## config.mk

```make
export PLATFORM = sky130hd
export DESIGN_NAME = alu_slice_seq
export DESIGN_NICKNAME = d
export VERILOG_FILES = /design/src/rtl/alu_slice_seq.sv
export SDC_FILE = /design/constraint.sdc
export NUM_CORES = 1
export LEC_CHECK = 0
export CORE_MARGIN = 2
export CORE_UTILIZATION = 46
export CTS_BUF_LIST = sky130_fd_sc_hd__clkbuf_4
export DETAILED_ROUTE_END_ITERATION = 8
export PLACE_DENSITY_LB_ADDON = 0.2
export SLEW_MARGIN = 20
export SYNTH_ARGS = -nofsm -noshare
export SYNTH_HDL_FRONTEND = slang
export SYNTH_SLANG_ARGS = --single-unit
```

## constraint.sdc

```tcl
create_clock -name clk -period 3.4 [get_ports clk]
set_clock_uncertainty 0.2 [all_clocks]
set_input_delay 0.68 -clock clk [delete_from_list [all_inputs] [get_ports clk]]
set_output_delay 0.68 -clock clk [all_outputs]
set_load 0.05 [all_outputs]
```

## src/rtl/alu_slice_seq.sv

```systemverilog
// Multi-cycle ALU: ADD/SUB/AND/OR on WIDTH-bit operands, SLICE bits per clock, LSB slice first.
// Result and flags are registered and only change with the one-cycle done pulse.
module alu_slice_seq #(
    parameter int unsigned WIDTH = 8,
    parameter int unsigned SLICE = 4
) (
    input  logic             clk,
    input  logic             rst,
    input  logic             start,
    input  logic [WIDTH-1:0] a,
    input  logic [WIDTH-1:0] b,
    input  logic [1:0]       opcode,
    input  logic             cin,
    output logic             busy,
    output logic             done,
    output logic [WIDTH-1:0] result,
    output logic             cout,
    output logic             zero,
    output logic             overflow
);

    localparam int unsigned N  = WIDTH / SLICE;
    localparam int unsigned CW = (N > 1) ? $clog2(N) : 1;
    localparam logic [CW-1:0] LAST = CW'(N - 1);

    typedef enum logic [0:0] {StIdle, StRun} state_e;
    typedef enum logic [1:0] {OpAdd, OpSub, OpAnd, OpOr} op_e;

    state_e           state_q;
    op_e              op_q;
    logic [WIDTH-1:0] a_q, b_q, shadow_q;
    logic             carry_q;
    logic [CW-1:0]    cnt_q;

    logic [SLICE-1:0] a_k, b_k, slice_res;
    logic [SLICE:0]   ext;
    logic             carry_nx;
    logic [WIDTH-1:0] shadow_nx;
    logic             b_msb_eff, ovf_nx;
    int               idx;

    always_comb begin
        idx       = int'(cnt_q);
        a_k       = a_q[idx*SLICE +: SLICE];
        b_k       = b_q[idx*SLICE +: SLICE];
        ext       = '0;
        slice_res = '0;
        carry_nx  = 1'b0;
        unique case (op_q)
            OpAdd: begin
                ext       = {1'b0, a_k} + {1'b0, b_k} + {{SLICE{1'b0}}, carry_q};
                slice_res = ext[SLICE-1:0];
                carry_nx  = ext[SLICE];
            end
            OpSub: begin
                // Top bit of the extended difference is the borrow out of this slice.
                ext       = {1'b0, a_k} - {1'b0, b_k} - {{SLICE{1'b0}}, carry_q};
                slice_res = ext[SLICE-1:0];
                carry_nx  = ext[SLICE];
            end
            OpAnd: slice_res = a_k & b_k;
            OpOr:  slice_res = a_k | b_k;
            default: slice_res = '0;
        endcase
        shadow_nx                     = shadow_q;
        shadow_nx[idx*SLICE +: SLICE] = slice_res;
        b_msb_eff = (op_q == OpSub) ? ~b_q[WIDTH-1] : b_q[WIDTH-1];
        ovf_nx    = ((op_q == OpAdd) || (op_q == OpSub)) &&
                    (a_q[WIDTH-1] == b_msb_eff) && (shadow_nx[WIDTH-1] != a_q[WIDTH-1]);
    end

    assign busy = (state_q == StRun);

    always_ff @(posedge clk or posedge rst) begin
        if (rst) begin
            state_q  <= StIdle;
            op_q     <= OpAdd;
            a_q      <= '0;
            b_q      <= '0;
            shadow_q <= '0;
            carry_q  <= 1'b0;
            cnt_q    <= '0;
            done     <= 1'b0;
            result   <= '0;
            cout     <= 1'b0;
            zero     <= 1'b0;
            overflow <= 1'b0;
        end else begin
            done <= 1'b0;
            case (state_q)
                StIdle: begin
                    if (start) begin
                        a_q      <= a;
                        b_q      <= b;
                        op_q     <= op_e'(opcode);
                        carry_q  <= (opcode[1] == 1'b0) ? cin : 1'b0;
                        cnt_q    <= '0;
                        shadow_q <= '0;
                        state_q  <= StRun;
                    end
                end
                StRun: begin
                    shadow_q <= shadow_nx;
                    carry_q  <= carry_nx;
                    cnt_q    <= cnt_q + 1'b1;
                    if (cnt_q == LAST) begin
                        result   <= shadow_nx;
                        cout     <= carry_nx;
                        zero     <= (shadow_nx == '0);
                        overflow <= ovf_nx;
                        done     <= 1'b1;
                        state_q  <= StIdle;
                    end
                end
                default: state_q <= StIdle;
            endcase
        end
    end

endmodule

```

* Yosys cells after proc, flatten, opt, wreduce, memory -nomap -nowiden
Cells that the tools add are included.
Cells by class: reduce and logical (&&, ||, !) cells 7, bitwise gates (word level) 4, add/subtract/negate cells 6, shift operators 4, multiplexer cells 16, eq/ne operators 6
Operators with widths (number):
- 3-bit negation with 34-bit output | 1
- 4-bit by 34-bit variable shift with 8-bit output (first input constant) | 1
- 4-bit by 34-bit variable part select with 8-bit output | 1
- 4-bit case mux with 4 select lines | 1
- 8-bit case mux with 2 select lines | 1
- 8-bit by 4-bit variable part select with 4-bit output | 2
- 8-bit bitwise mux | 1
- 8-bit logical NOT | 1
- 1-bit 2-to-1 mux | 8
- 8-bit 2-to-1 mux | 1
- 1-bit case mux with 2 select lines | 4
- 4-bit by 4-bit adder with 5-bit output | 1
- 5-bit by 1-bit adder with 5-bit output | 1
- 4-bit by 4-bit subtractor with 5-bit output | 1
- 5-bit by 1-bit subtractor with 5-bit output | 1
- 4-bit AND | 1
- 2-bit equality test (second input constant) | 2
- 4-bit bitwise OR | 1
- 2-bit AND reduction | 2
- 2-bit by 1-bit equality test with 1-bit output (second input constant) | 1
- 1-bit logical AND | 2
- 2-bit logical NOT | 1
- 2-bit != test (second input constant) | 1
- 1-bit NOT | 2
- 4 further kinds | 4
Word-level totals: bits in registers 41, bits of input ports 22

* Logic depth before layout (Yosys ltp)
Gate-level depths: netlist of run 1.
word-level depth 8, depth in mapped cells 12

* Worst setup path before layout of run 1
OpenSTA, ideal clock, no wires.
path type register to register, start point register cnt_q, end point register zero, data arrival time 2.880 ns, path slack 0.252 ns, path buffers 2, clock period less this slack 3.148 ns, cell stages (with the launch flop) 12, setup time 0.068 ns, cell sequence dfrtp_1 > buf_6 > clkbuf_1 > mux2i_1 > inv_1 > fa_1 > inv_1 > fa_1 > a211oi_1 > a21oi_1 > mux2i_1 > a32o_1
On the way: word-level cells in the longest chain between the ends 7
RTL lines:
- start: declaration | RTL line 33 | logic [CW-1:0] cnt_q;
- start signal: assignment | RTL line 105 | cnt_q <= cnt_q + 1'b1;
- 8-bit by 4-bit variable part select with 4-bit output, on equally long branches | RTL line 44, 45
- 4-bit by 4-bit subtractor with 5-bit output or 4-bit by 4-bit adder with 5-bit output (tied branches) | RTL line 57, 51
- 5-bit by 1-bit subtractor with 5-bit output or 5-bit by 1-bit adder with 5-bit output (tied branches) | RTL line 57, 51
- 4-bit case mux with 4 select lines | RTL line 49 | unique case (op_q)
- 4-bit by 34-bit variable part select with 8-bit output | RTL line 66 | shadow_nx[idx*SLICE +: SLICE] = slice_res;
- 8-bit bitwise mux | RTL line 66
- 8-bit logical NOT | RTL line 109 | zero <= (shadow_nx == '0);
- end signal: assignment | RTL line 109
- end: declaration | RTL line 18 | output logic zero,
Several ways; a longest one is shown, not always the timed one. A chain may end at the register's enable or synchronous reset.

* Worst setup path in the final report of run 1
Ends and elaborated chain as after synthesis.

==> out/qor.txt, run 1 <==
=================================================================================================
Mapped Area                                                                              2130 µm²
Maximum number of buffers from clock root to sink                                               2
Number of distinct library cell variants in the gate-level netlist after synthesis             37
CP max-delay cell                                                                         dfrtp_1
# nets final                                                                                  267
Max-slew violation count                                                                        0
Number of failing setup endpoints in the final timing report                                    0
Final period utilization                                                                    91.0%
Hold Vio Cnt, Final                                                                             0
Initial DRC Count                                                                              66
Crit path kind                                                                         reg -> reg
Seq/Total Area, Yosys                                                                       44.6%
Area growth from synthesis to layout                                                        22.5%
DRT Wirelength                                                                            4010 µm
Top-area cell type share of the netlist area                                                44.6%
Drt via density                                                                              5.23
Async SR Flop Fraction                                                                       100%
Synthesized-area fraction occupied by adder cells                                           10.8%
Critical Path RT                                                                          3490 ps
Setup bufs post-CTS                                                                             0
Core area                                                                                4410 µm²
Port Buffers                                                                                   34
Number of hold buffers added after cts                                                          0
Peak clock frequency supported by timing                                                0.323 GHz
Starting Density                                                                            48.3%
Post-synthesis share of cell area spent on xor and xnor gates                               1.23%
Largest net degree at the start of global routing                                              39
Critical path's largest stage delay                                                        600 ps
Combinational family with the most area after synthesis                              multiplexers
Critical Path, Cell by Cell                                                          mux2i_1, inv_1, fa_1, inv_1, fa_1, a211oi_1, a21oi_1, mux2i_1, a32o_1
Worst hold slack                                                                           284 ps
Initial antenna violation count                                                                 0
Synth warnings                                                                                  0
Net count after synthesis                                                                     229
Critical path capture point type                                                        flip-flop
Final worst path period need                                                              3100 ps
Max-cap check violation count                                                                   0
ANT nets after route                                                                            0
Utilization after layout                                                                    59.1%
Number of ports placed on the die boundary                                                     35
Clock tree from TritonCTS                                                                   built
Crit start category                                                                     flip-flop
Slew of the pin with the lowest slew margin                                                506 ps
Cts bufs inserted                                                                               5
GRT Overall Usage                                                                           16.8%
Buffering stage count on the worst path with inverters included                                 2
Average cell area after synthesis                                                        11.2 µm²
Residual overflow from global routing                                                           0
Cell family with most CP delay                                                        adder cells
Leading cell types by total area after synthesis                                     dfrtp_1 45%, mux2_2 12%, ha_1 7.0%
TNS Setup                                                                                    0 ps
Wire length of the first global-routing pass                                              6910 µm
Number of synthesized register bits                                                            38
Number of detailed-route iterations in the first pass                                           4
Number of clock sinks seen by CTS                                                              38
Most frequently used flop master after synthesis                                          dfrtp_1
DPL Wire Length                                                                           3030 µm
Most common library cell in the layout ignoring fill and taps                             dfrtp_1
Area of the die                                                                          5190 µm²
Worst endpoint data arrival time                                                          3180 ps
Post-CTS sizing                                                                                 0
Commonest non-fill, non-tap cells in the layout                                      38 x dfrtp_1, 34 x clkdlybuf4s50_1, 23 x mux2_2
Worst min-delay path class                                                             reg -> reg
Count of unresolved DRC violations after routing                                                0
Total number of vias                                                                         1476
Clock edge transition at the registers on the reported setup and hold paths                120 ps
RD Place Congestion                                                                         0.843
Number of global-route vias before repair                                                    1485
CP Max Fanout                                                                                   8
Final antenna diode count                                                                       0
Simple logic cell fraction of the synthesized area                                          9.75%
Clock root cell                                                                          clkbuf_4
Fraction of the mapped netlist area in compound gates                                       10.3%
Synthesized instance count                                                                    191
Cell type with the highest aggregate area in the netlist                                  dfrtp_1
Clock H-tree levels                                                                             2
Die span in y                                                                             72.1 µm
Rows                                                                                           24
DIE WIDTH                                                                                 72.1 µm
Worst max-slew margin expressed relative to the limit                                       66.2%
DR WL/cell                                                                                14.2 µm
Outcome                                                                              complete, no violations
RSZ-0062 raised after global routing                                                           no
Layout cells sized above 1                                                                  17.8%
Latest clock arrival within the worst-skew pair                                            350 ps
Number of enable flip-flop cells after synthesis                                                0
Fraction of synthesized area in multiplexers                                                18.4%
=================================================================================================
-- state kept, by name, indices dropped and copies added (netlist names) --
signal,cells
overflow,1
b_q,8
result,8
busy,1
op_q,2
zero,1
a_q,8
done,1
carry_q,1
shadow_q,5
cnt_q,1
cout,1
-- final timing paths --
| path | startpoint | end | slack (ps) | depth (start not counted) |
|---|---|---|---|---|
| setup reg to reg | cnt_q | zero | 300 | 9 |
| hold / removal | result[6] | result[6] | 280 | 2 |
| max in group asynchronous | rst | a_q[7] | 2140 | 3 |
| min in group asynchronous | rst | op_q[1] | 530 | 3 |
| hold reg to reg | result[6] | result[6] | 280 | 2 |
| setup / recovery | cnt_q | zero | 300 | 9 |
-- area by class of cell --
type | count | area (µm²)
timing repair buffer | 39 | 378
tap | 52 | 65.1
clock buffer | 5 | 37.5
multi-input combinational | 128 | 1070
clock inverter | 3 | 40.0
fill | 393 | 1800
inverter | 17 | 63.8
sequential | 38 | 951
-- through the flow --
stage               cells  setup WS, ps  instance area, µm²
finish                282           304                2610
global route          282           110                2610
CTS                   282           287                2610
detailed placement    274           316                2530
global placement      274           440                2530
floorplan             191           252                2130
-- cells by family after synthesis --
group | count (synthesis)
DFF | 38
adders and majority gates | 16
muxes | 35
buffers and inverters | 25
xor gates and xnor gates | 3
and+or+nand+nor | 41
AOI/OAI and AO/OA | 33
-- tightest hold or removal path, cell delays in order (launching register included) --
cell     delay (ps)
dfrtp_1         360
nand2_1          50
nand2_1          50
-- cell usage after synthesis, types with 4 or more instances --
| master | count |
|---|---|
| a21oi_1 | 7 |
| clkbuf_1 | 4 |
| dfrtp_1 | 38 |
| fa_1 | 4 |
| ha_1 | 12 |
| inv_1 | 15 |
| mux2_2 | 23 |
| mux2i_1 | 11 |
| nand2_1 | 17 |
| nand2b_1 | 6 |
| nor2_1 | 6 |
| o21ai_0 | 16 |
-- per-layer routing --
| metal | track usage [%] | routed length (µm) | vias to the layer above |
|---|---|---|---|
| met4 | 5.87 | 66 | 0 |
| met1 | 23.3 | 1920 | 703 |
| li1 | - | - | 731 |
| met5 | 0 | 0 | - |
| met2 | 26.1 | 1850 | 35 |
| met3 | 3.75 | 168 | 7 |
Power of run 1 is not shown: default switching activity piles up to over one toggle a cycle in this logic, so the estimate is an artifact.
==> run 2: changes to the inputs <==
CTS_CLUSTER_SIZE = 20   (was not set)
SLEW_MARGIN = not set   (was 20)
==> results of run 2 <==
Same layout as run 1: the final DEF is identical, and so are final timing and power.
Power of run 2 is left out for the same reason.
